===== src/rtl/uart_pkg.sv =====
// Shared definitions for the UART transmit arbiter: FSM state encoding,
// the transmitter busy-rise timeout and the default end-of-packet byte.
package uart_pkg;

  typedef enum logic [2:0] {
    IDLE      = 3'd0,
    POP       = 3'd1,
    LOAD      = 3'd2,
    START     = 3'd3,
    WAIT_BUSY = 3'd4,
    WAIT_DONE = 3'd5
  } state_t;

  // Cycles to wait for tx_busy to rise after tx_start before moving on anyway.
  localparam int BUSY_RISE_TIMEOUT = 4;

  // Newline terminates a packet unless the instance overrides it.
  localparam logic [7:0] DEFAULT_EOP_CHAR = 8'h0A;

endpackage


===== src/rtl/rr_pick.sv =====
// Round-robin picker: finds the first set request searching upward from
// (last_grant + 1) mod N with wrap-around. Purely combinational.
module rr_pick #(
  parameter int N = 4
) (
  input  logic [N-1:0] req,
  input  logic [2:0]   last_grant,
  output logic         found,
  output logic [2:0]   idx
);

  localparam logic [N-1:0] ONE = {{(N-1){1'b0}}, 1'b1};

  logic [2:0]   cand_idx [N];
  logic [N-1:0] hit;

  // Candidate gi is the source gi+1 positions after the last grant.
  genvar gi;
  generate
    for (gi = 0; gi < N; gi++) begin : g_cand
      logic [3:0] sum;
      assign sum          = {1'b0, last_grant} + 4'(gi + 1);
      assign cand_idx[gi] = 3'(sum % 4'(N));
      assign hit[gi]      = |(req & (ONE << cand_idx[gi]));
    end
  endgenerate

  // Nearest candidate wins: scan from farthest to nearest so the nearest overwrites.
  always_comb begin
    found = 1'b0;
    idx   = 3'd0;
    for (int k = N - 1; k >= 0; k--) begin
      if (hit[k]) begin
        found = 1'b1;
        idx   = cand_idx[k];
      end
    end
  end

endmodule


===== src/rtl/uart_tx_arbiter.sv =====
// Shares one UART transmitter among N byte FIFOs. Round-robin grants that
// stay with a source for a burst (up to MAX_BURST bytes, or up to EOP_CHAR
// in packet mode). The arbiter alone pops FIFOs and pulses tx_start.
module uart_tx_arbiter
  import uart_pkg::*;
#(
  parameter int         N         = 4,
  parameter int         MAX_BURST = 16,
  parameter logic [7:0] EOP_CHAR  = DEFAULT_EOP_CHAR
) (
  input  logic           clk,
  input  logic           rst,
  input  logic [N-1:0]   src_en,
  input  logic           pkt_mode,
  input  logic [N-1:0]   fifo_empty,
  input  logic [8*N-1:0] fifo_q,
  output logic [N-1:0]   fifo_rden,
  input  logic           tx_busy,
  output logic           tx_start,
  output logic [7:0]     tx_dat,
  output logic           grant_vld,
  output logic [2:0]     grant_id
);

  localparam int         IW           = (N > 1) ? $clog2(N) : 1;
  localparam logic [7:0] BURST_LIMIT  = 8'(MAX_BURST);
  localparam logic [2:0] TIMEOUT_LAST = 3'(BUSY_RISE_TIMEOUT - 1);
  localparam logic [2:0] LAST_SRC     = 3'(N - 1);

  state_t     state_reg, state_next;
  logic [2:0] grant_id_reg;
  logic [2:0] last_grant_reg;
  logic       grant_vld_reg;
  logic [7:0] burst_cnt_reg;
  logic [7:0] tx_dat_reg;
  logic [2:0] wait_cnt_reg;

  logic [N-1:0] req;
  logic         pick_found;
  logic [2:0]   pick_idx;
  logic [7:0]   q_arr [N];
  logic [7:0]   grant_q;
  logic         grant_req;
  logic         busy_timeout;
  logic         eop_sent;
  logic         keep_grant;

  assign req = src_en & ~fifo_empty;

  rr_pick #(.N(N)) u_rr_pick (
    .req        (req),
    .last_grant (last_grant_reg),
    .found      (pick_found),
    .idx        (pick_idx)
  );

  genvar gi;
  generate
    for (gi = 0; gi < N; gi++) begin : g_q
      assign q_arr[gi] = fifo_q[8*gi +: 8];
    end
  endgenerate

  assign grant_q      = q_arr[grant_id_reg[IW-1:0]];
  assign grant_req    = req[grant_id_reg[IW-1:0]];
  assign busy_timeout = (wait_cnt_reg == TIMEOUT_LAST);
  assign eop_sent     = pkt_mode && (tx_dat_reg == EOP_CHAR);
  // Stay with the owner only while it still has enabled data, burst budget
  // remains and the byte just sent did not close a packet.
  assign keep_grant   = grant_req && (burst_cnt_reg < BURST_LIMIT) && !eop_sent;

  // State register.
  always_ff @(posedge clk) begin
    if (rst) state_reg <= IDLE;
    else     state_reg <= state_next;
  end

  // Next-state logic: one pass through POP/LOAD/START/WAIT_* per byte.
  always_comb begin
    state_next = state_reg;
    case (state_reg)
      IDLE:      if (pick_found) state_next = POP;
      POP:       state_next = LOAD;
      LOAD:      state_next = START;
      START:     state_next = WAIT_BUSY;
      WAIT_BUSY: if (tx_busy || busy_timeout) state_next = WAIT_DONE;
      WAIT_DONE: if (!tx_busy) state_next = keep_grant ? POP : IDLE;
      default:   state_next = IDLE;
    endcase
  end

  // Strobe outputs decoded from the current state.
  always_comb begin
    fifo_rden = '0;
    for (int i = 0; i < N; i++) begin
      fifo_rden[i] = (state_reg == POP) && (grant_id_reg == 3'(i));
    end
    tx_start = (state_reg == START);
  end

  // Grant bookkeeping, burst counting, byte capture and busy-rise timeout.
  always_ff @(posedge clk) begin
    if (rst) begin
      grant_vld_reg  <= 1'b0;
      grant_id_reg   <= 3'd0;
      last_grant_reg <= LAST_SRC;
      burst_cnt_reg  <= 8'd0;
      tx_dat_reg     <= 8'h00;
      wait_cnt_reg   <= 3'd0;
    end else begin
      case (state_reg)
        IDLE: begin
          if (pick_found) begin
            grant_id_reg  <= pick_idx;
            grant_vld_reg <= 1'b1;
            burst_cnt_reg <= 8'd0;
          end
        end
        LOAD: tx_dat_reg <= grant_q;
        START: begin
          if (burst_cnt_reg < BURST_LIMIT) burst_cnt_reg <= burst_cnt_reg + 8'd1;
          wait_cnt_reg <= 3'd0;
        end
        WAIT_BUSY: begin
          if (!busy_timeout) wait_cnt_reg <= wait_cnt_reg + 3'd1;
        end
        WAIT_DONE: begin
          if (!tx_busy && !keep_grant) begin
            last_grant_reg <= grant_id_reg;
            grant_vld_reg  <= 1'b0;
            burst_cnt_reg  <= 8'd0;
          end
        end
        default: ;
      endcase
    end
  end

  assign tx_dat    = tx_dat_reg;
  assign grant_vld = grant_vld_reg;
  assign grant_id  = grant_id_reg;

endmodule


===== config.mk =====
export PLATFORM = sky130hd
export DESIGN_NAME = uart_tx_arbiter
export DESIGN_NICKNAME = d
export VERILOG_FILES = /design/src/rtl/uart_pkg.sv /design/src/rtl/rr_pick.sv /design/src/rtl/uart_tx_arbiter.sv
export SDC_FILE = /design/constraint.sdc
export NUM_CORES = 1
export LEC_CHECK = 0
export ABC_AREA = 1
export BUFFER_PORTS_ARGS = -buffer_cell sky130_fd_sc_hd__clkbuf_2
export CORE_AREA = 2 2 80 82
export DETAILED_ROUTE_END_ITERATION = 10
export DIE_AREA = 0 0 82 84
export PLACE_DENSITY = 0.5
export SYNTH_ARGS = -nofsm -noshare
export SYNTH_HDL_FRONTEND = slang
export SYNTH_SLANG_ARGS = --single-unit

===== constraint.sdc =====
create_clock -name clk -period 2.4 [get_ports clk]
set_input_delay 0.48 -clock clk [delete_from_list [all_inputs] [get_ports clk]]
set_output_delay 0.48 -clock clk [all_outputs]
set_load 0.02 [all_outputs]

==> results of run 1 <==
[metal layers]
layer | part of all wire (%) | GRT usage (%) | vias up
li1 | - | - | 1019
met1 | 46 | 17.7 | 856
met2 | 50 | 25.4 | 30
met3 | 3.3 | 2.27 | 5
met4 | 0.49 | 2.27 | 0
met5 | 0 | 0 | -
[kinds of logic (layout without fill, tap and decap cells)]
logic type	Yosys count	after routing
adder cells (fa/ha/maj)	7	7
flip-flops	27	27
XOR/XNOR	1	1
AO/OA/AOI/OAI	62	62
buffers and inverters	34	92
other	1	1
AND/OR/NAND/NOR	134	134
[cell type report]
cell class              count  area (um2)
clock buffers               3        41.3
multi-input cells         205        1060
clock inverters             1        7.51
repair buffers             61         310
flip-flops and latches     27         541
inverters                  27         101
fillers                   675        3930
well taps                  77        96.3
[critical path, stage by stage (launching register included)]
cell	delay, ns
dfxtp_1	0.42
inv_1	0.10
ha_1	0.26
nand3_1	0.10
nand2_1	0.06
nor2_1	0.12
nand2_1	0.13
nor2_4	0.18
nand2_4	0.11
nand3_4	0.14
nand2_1	0.06
nand2_1	0.06
nor2_1	0.05
[metrics by stage]
stage / area, um2 / hold WS [ns] / utilization, % / power, uW
floorplan: 1740 / 0.419 / - / 967
global placement: 2110 / 0.433 / 34.7 / 1140
detailed placement: 2110 / 0.433 / 34.7 / 1150
CTS: 2160 / 0.448 / 35.5 / 1420
global route: 2160 / 0.484 / 35.5 / 1510
finish: 2160 / 0.443 / 35.5 / 1400
[placed cells by master (no fill, tap or decap), drive strengths merged, types with 2 or more instances in the layout]
cell / count
clkbuf: 62
o21ai: 20
ha: 7
nand2: 65
nand4: 4
a221oi: 8
nor3b: 3
dfxtp: 27
inv: 27
nand3: 26
buf: 2
nor2: 32
nor3: 4
o211ai: 3
a21oi: 30
[power breakdown]
part / switching [uW] / internal, uW
clock network: 150 / 118
logic: 367 / 199
registers: 55.4 / 507
total: 572 / 824
[path summary, 6_finish.rpt]
check	startpoint	depth (start not counted)	to	slack [ns]
min reg2reg	burst_cnt_reg[6]	2	burst_cnt_reg[6]	0.44
max reg2reg	last_grant_reg[0]	12	burst_cnt_reg[0]	0.51
max	last_grant_reg[0]	12	burst_cnt_reg[0]	0.51
min	burst_cnt_reg[6]	2	burst_cnt_reg[6]	0.44
==> impl_metrics.tcl, run 1 <==
set metrics [dict create \
    synthCells 266 \
    clk_latency_ns 0.28 \
    yosysUniqueCellTypes 28 \
    required_ns 2.58 \
    synth_flop_cell "dfxtp_1" \
    post_cts_resized 0 \
    maxSlewViolCount 0 \
    areaGrowthSynthToFinish_pct 24.1 \
    synthTopCellsByArea "dfxtp_1 (31%), nand2_1 (14%), a21oi_1 (8.6%), nand3_1 (6.6%), nor2_1 (6.3%)" \
    synth_compound_area_share_pct 20.3 \
    die_area_um2 6890 \
    hp-class "flop to flop" \
    first_pass_iters 4 \
    status "complete, no violations" \
    post_cts_buffers 0 \
    cts_tree "done" \
    synth_warnings 0 \
    synth_edf_count 0 \
    min_period_over_period_pct 78.7 \
    finClkSkew_ns 0.00342 \
    critPathKind "flop to flop" \
    relSlewSlack_pct 62.6 \
    max-vdd-ir-drop_uv 243 \
    hold_viol 0 \
    nNetsFinal 376 \
    start_kind "flop" \
    die_h_um 84 \
    htreeDepth 1 \
    synth-adder-area-share_pct 5.03 \
    post-place-ws_ns 0.539 \
    leakagePower_uw 0.00108 \
    cp_max_fo 8 \
    dp_hpwl_um 3640 \
    avgRoutedWirePerCell_um 11.6 \
    routed_wl_um 4670 \
    coreArea_um2 6100 \
    final_cells 401 \
    first_global_vias 1777 \
    start_util_pct 28.6 \
    grt_overflow 0 \
    syn-num-nets 317 \
    power_density_nw_per_um2 646 \
    worst_slack_ns 0.512 \
    fin_setup_tns_ns 0 \
    synth_top_area_share_pct 31.0 \
    drv_cap 0 \
    num_vias 1910 \
    synth_top_family_by_area "simple AND/OR/NAND/NOR gates" \
    synth-seq-cells 27 \
    cts.sinks 27 \
    synthesis.area_um2 1740 \
    drt_iter0_markers 88 \
    viasPerCell 4.76 \
    antenna_found_initial 0 \
    synth_area_leader_cell "dfxtp_1" \
    globalplace.congestion 0.768 \
    synth_xor_area_share_pct 0.503 \
    avgSynthCellArea_um2 6.55 \
    drc_errors 0 \
    finalSetupViolCount 0 \
    die_x_um 82 \
    grt_max_degree 18 \
    ys_seq_area_share_pct 31.0 \
    path_clk_slew_ns 0.10 \
    arrival_ns 2.07 \
    cts_made_buffers 3 \
    ant_nets 0 \
    dp_cells 397 \
    rsz0062_at_grt "no" \
    period_needed_ns 1.89 \
    drive_gt1_share_pct 24.1 \
    postCtsHoldBufs 0 \
    grt_pass1_wl_um 7850 \
    io_pins 61 \
    row_count 29 \
    clockBufferDepth 2 \
    synth_common_cells "nand2_1 (63), a21oi_1 (30), nor2_1 (29)" \
    max_freq_mhz 530 \
    yosysMostFrequentCell "nand2_1" \
    synth-simple-area-share_pct 35.1 \
    async_reset_ff_share_pct 0 \
    worst_pin_slew_ns 0.559 \
    cts-root-buf "clkbuf_8" \
    antennaDiodeCount 0 \
    io_buffer_count 59 \
    end_kind "flop" \
    groute.usage.overall_pct 14.1 \
    synth.area.mux_share_pct 0 \
]
(Power assumes the default switching activity.)
==> inputs of run 2 (changes only) <==
- ABC_AREA: 1 -> 0
- CORE_AREA: 2 2 80 82 -> 2 2 81 83
- DIE_AREA: 0 0 82 84 -> 0 0 83 85
- PLACE_DENSITY: 0.5 -> 0.52
- clock period: 2.4 -> 1.6 ns (I/O delays scaled with it)
==> run 2 against run 1 <==
The flow now finishes with violations (negative setup slack). Largest power group unchanged. First-iteration DRC count down 9.1%. Highest routed layer unchanged. Combinational power rose by 100%. Critical path depth fell by 2. Global-route usage fell by 0.069 points. Via count fell by 4.5%. Largest cell class unchanged. Clock skew up 0.0016 ns. Clock-buffer cell count is the same. Final cell count down 6.0%. Non-clock buffer count rose by 50. Total power increased by 68%. Die area rose by 2.4%. Critical endpoint unchanged.
==> impl_metrics.tcl, run 2 <==
set metrics [dict create \
    postCtsHoldBufs 0 \
    hold_depth 2 \
    yosysUniqueCellTypes 50 \
    end_kind "flop" \
    io_pins 61 \
    synth-adder-area-share_pct 4.86 \
    avgRoutedWirePerCell_um 12.7 \
    final_common_cell "clkbuf_2" \
    synth_xor_area_share_pct 0.972 \
    synth_area_leader_cell "dfxtp_1" \
    drive_gt1_share_pct 57.3 \
    io_buffer_count 59 \
    synthCells 195 \
    holdPathEnd "burst_cnt_reg[1]" \
    critPathKind "flop to flop" \
    clk_latency_ns 0.28 \
    antenna_found_initial 0 \
    status "complete, but fails checks" \
    r2r-start "last_grant_reg[0]" \
    finalSetupViolCount 16 \
    period_needed_ns 2.12 \
    synth_top_area_share_pct 30.0 \
    min_period_over_period_pct 132 \
    ant_nets 0 \
    antennaDiodeCount 0 \
    synth_edf_count 0 \
    synth_compound_area_share_pct 18.3 \
    areaGrowthSynthToFinish_pct 60.5 \
    hold_viol 0 \
    syn-num-nets 246 \
    async_reset_ff_share_pct 0 \
    synth.area.mux_share_pct 13.7 \
    worst_slack_ns -0.517 \
    violations "negative setup slack" \
    cts.sinks 27 \
    synthesis.area_um2 1800 \
    nNetsFinal 352 \
    max_freq_mhz 472 \
    layout_common_cells "clkbuf_2 (54), buf_4 (49), nand2_1 (23)" \
    ys_seq_area_share_pct 30.0 \
    synth_common_cells "dfxtp_1 (27), nand2_1 (24), nor2_1 (16)" \
    cts-root-buf "clkbuf_8" \
    hold_slack_ns 0.350 \
    max-vdd-ir-drop_uv 391 \
    die_area_um2 7060 \
    cts_made_buffers 3 \
    start_kind "flop" \
    drt_iter0_markers 80 \
    power_density_nw_per_um2 812 \
    leakagePower_uw 0.00125 \
    rrSetupSlack_ns -0.52 \
    grt_pass1_wl_um 8290 \
    first_global_vias 1816 \
    die_x_um 83 \
    synth-simple-area-share_pct 27.8 \
    coreArea_um2 6200 \
    post-route-util_pct 46.6 \
    num_vias 1825 \
    r2r_cells 10 \
    globalplace.congestion 0.748 \
    grt_overflow 0 \
    synth_top_family_by_area "simple AND/OR/NAND/NOR gates" \
    drv_cap 0 \
    r2r-end "burst_cnt_reg[0]" \
    dp_hpwl_um 3860 \
    grt_max_degree 17 \
    rsz0062_at_grt "yes" \
    groute.usage.overall_pct 14.1 \
    finClkSkew_ns 0.00500 \
    viasPerCell 4.84 \
    synth_warnings 0 \
    cp_max_fo 5 \
    drc_errors 0 \
    first_pass_iters 4 \
    avgSynthCellArea_um2 9.25 \
    start_util_pct 29.1 \
    required_ns 1.77 \
    cts_tree "done" \
    maxSlewViolCount 0 \
    hp-class "primary input to flop" \
    synth_flop_cell "dfxtp_1" \
    yosysMostFrequentCell "dfxtp_1" \
    row_count 29 \
    worstHoldStart "rst" \
    arrival_ns 2.29 \
    synth-seq-cells 27 \
    clockBufferDepth 2 \
    die_h_um 85 \
    path_clk_slew_ns 0.09 \
    htreeDepth 1 \
    synthTopCellsByArea "dfxtp_1 (30%), mux4_2 (6.2%), mux4_1 (5.8%), nand2_1 (5.0%), ha_1 (4.9%)" \
    routed_wl_um 4810 \
]
-- run 2: critical path: stages, from the launching register on --
cell       delay, ns
dfxtp_4         0.39
inv_4           0.05
ha_4            0.15
and3b_2         0.20
a2111oi_4       0.36
buf_4           0.17
nand4_1         0.08
buf_6           0.16
o22ai_4         0.19
mux2i_1         0.21
nor2_1          0.05
-- run 2: per-stage QoR --
stage / setup slack, ns / instances / cell area, um2 / setup TNS, ns / total power [uW]
final: -0.517 / 377 / 2890 / -6.20 / 2350
after global routing: -0.648 / 377 / 2890 / -8.20 / 2530
after global placement: -0.624 / 367 / 2570 / -7.64 / 1820
after floorplan: -0.656 / 195 / 1880 / -6.49 / 1430
after detailed placement: -0.625 / 367 / 2570 / -7.94 / 1820
after CTS: -0.510 / 375 / 2820 / -6.41 / 2340
-- run 2: logic make-up (layout without fill, tap and decap cells) --
family	after synthesis	in the layout
flops	27	27
compound gates	41	41
simple gates	88	88
mux	12	12
fa+ha+maj	7	7
other cells	1	1
buf+inv	17	122
xor+xnor	2	2
-- run 2: worst max path at each step --
stage	startpoint	to	slack (ns)	cells past startpoint
6_report	last_grant_reg[0]	burst_cnt_reg[0]	-0.52	10
5_1_grt	last_grant_reg[0]	burst_cnt_reg[0]	-0.65	10
4_1_cts	last_grant_reg[1]	burst_cnt_reg[0]	-0.51	9
3_5_place_dp	src_en[0]	burst_cnt_reg[4]	-0.63	9
3_3_place_gp	last_grant_reg[1]	grant_id[1]	-0.62	9
2_1_floorplan	grant_id[0]	burst_cnt_reg[3]	-0.66	6
-- run 2: routing by layer --
metal / GRT usage (%) / routed length, um
met4: 1.79 / 25
met3: 3.11 / 237
met2: 25.4 / 2400
met5: 0 / 0
met1: 17.7 / 2150
-- run 2: layout make-up --
cell class                 count  area [um2]
fill                         576        3310
inverter                       7        31.3
clock inverter                 1        7.51
tap                           77        96.3
multi-input combinational    151        1430
timing repair buffer         111         731
clock buffer                   3        41.3
sequential                    27         558
-- run 2: power by group --
| part | switching [uW] | internal (uW) |
|---|---|---|
| Clock | 221 | 177 |
| Combinational | 579 | 577 |
| Sequential | 53.1 | 741 |
-- run 2: what timing repair did --
action,4_1_cts,5_1_grt
setup endpoints to repair,19,20
pin swaps,14,6
setup buffers,6,3
resized for setup,44,15
==> inputs of run 3 (changes only) <==
- PLACE_DENSITY: 0.52 -> 0.5
- clock period: 1.6 -> 2 ns (I/O delays scaled with it)
==> run 3 against run 2 <==
The run still ends with negative setup slack left. Routed wire length is 2.6% higher. Final area is 3.1% lower. Non-clock buffer count decreased by 3. Combinational power shrank 26%. Final cell count is 0.80% lower. Clock-buffer cell count unchanged. Total power fell by 22%. Sequential cell count unchanged. Critical path depth decreased by 2. Critical endpoint is now grant_id[1]. Highest routed layer unchanged.
==> impl_metrics.tcl, run 3 (same netlist as run 2, synthesis figures left out) <==
set metrics [dict create \
    final_cells 374 \
    num_vias 1824 \
    power.total_uw 1830 \
    ant_nets 0 \
    globalplace.congestion 0.736 \
    io_pins 61 \
    dp_hpwl_um 3820 \
    drive_gt1_share_pct 54.9 \
    violations "negative setup slack" \
    layout_common_cells "clkbuf_2 (59), buf_4 (46), nand2_1 (24)" \
    cts_tree "done" \
    coreArea_um2 6200 \
    grt_max_degree 16 \
    worstHoldStart "burst_cnt_reg[4]" \
    drc_errors 0 \
    max_freq_mhz 460 \
    worst_slack_ns -0.172 \
    rsz0062_at_grt "yes" \
    hp-class "flop to flop" \
    finClkSkew_ns 0.00619 \
    clockBufferDepth 2 \
    first_pass_iters 4 \
    arrival_ns 2.37 \
    antennaDiodeCount 0 \
    die_h_um 85 \
    areaGrowthSynthToFinish_pct 55.6 \
    avgRoutedWirePerCell_um 13.2 \
    postCtsHoldBufs 0 \
    grtUsageMet1_pct 18.0 \
    finalSetupViolCount 7 \
    grt_use_met2_pct 24.9 \
    drv_cap 0 \
    path_clk_slew_ns 0.10 \
    viasPerCell 4.88 \
    die_x_um 83 \
    fin_setup_tns_ns -0.548 \
    period_needed_ns 2.17 \
    grt_overflow 0 \
    startpoint "last_grant_reg[1]" \
    hold_slack_ns 0.451 \
    routed_wl_um 4930 \
    status "complete, but fails checks" \
    start_kind "flop" \
    cp_max_fo 4 \
    cts-root-buf "clkbuf_8" \
    busiest_layer "met2" \
    end_kind "flop" \
    nNetsFinal 349 \
    power_density_nw_per_um2 651 \
    cts_made_buffers 3 \
    start_util_pct 29.1 \
    antenna_found_initial 0 \
    leakagePower_uw 0.00123 \
    htreeDepth 1 \
    required_ns 2.20 \
    hold_viol 0 \
    drt_iter0_markers 72 \
    dp_cells 362 \
    critPathKind "flop to flop" \
    clk_latency_ns 0.27 \
    post-route-util_pct 45.2 \
    cts.sinks 27 \
    groute.usage.overall_pct 14.0 \
    r2r-start "last_grant_reg[1]" \
    io_buffer_count 59 \
    use_met3_pct 2.24 \
    final_common_cell "clkbuf_2" \
    die_area_um2 7060 \
    row_count 29 \
    grt_pass1_wl_um 8340 \
    min_period_over_period_pct 109 \
    max-vdd-ir-drop_uv 273 \
    maxSlewViolCount 0 \
    first_global_vias 1818 \
]
run 3: cell count changes in the layout (fill, tap and decap cells not counted), sizes merged:
cell      delta
buf          -6
clkinvlp     -1
clkbuf       +3
clkinv       +1
run 3: what timing repair did:
action                                 CTS  global route
gates cloned                             0             0
setup endpoints to repair               15            15
pin swaps                               10             7
gates resized for setup                 19            21
setup buffers                            7             2
endpoints found under the hold margin    0             0
run 3: path summary, 6_finish.rpt:
| path | end | slack [ns] | cells after the start |
|---|---|---|---|
| max reg2reg | grant_id[1] | -0.17 | 8 |
| min reg2reg | burst_cnt_reg[4] | 0.45 | 2 |
| min | burst_cnt_reg[4] | 0.45 | 2 |
| max | grant_id[1] | -0.17 | 8 |
run 3: power breakdown:
part	switching (uW)	total (uW)	leakage (uW)	internal [uW]
clock	173	313	0.0000255	140
sequential	63.0	655	0.000221	592
combinational	437	858	0.000982	422
total	673	1830	0.00123	1150
run 3: stage by stage:
step / area, um2 / setup slack [ns]
2_1_floorplan: 1870 / -0.256
3_3_place_gp: 2520 / -0.362
3_5_place_dp: 2520 / -0.356
4_1_cts: 2710 / -0.159
5_1_grt: 2810 / -0.274
6_report: 2810 / -0.172
run 3: final cells by class:
class	count	area (um2)
flip-flops and latches	27	556
well taps	77	96.3
multi-input cells	151	1400
fillers	634	3400
inverters	7	31.3
clock buffers	3	41.3
clock inverters	1	5.00
repair buffers	108	674
run 3: critical path: stages, from the launching register on:
cell and delay [ns]:
dfxtp_4 0.38, buf_4 0.14, ha_4 0.17, and3b_2 0.23
a2111o_1 0.42, nor4_1 0.32, a2111oi_2 0.08, buf_4 0.15
a211oi_2 0.20
run 3: metal layers:
layer | part of all wire, % | vias up
li1 | - | 929
met1 | 46 | 849
met2 | 49 | 44
met3 | 4.6 | 2
met4 | 0.63 | 0
met5 | 0 | -
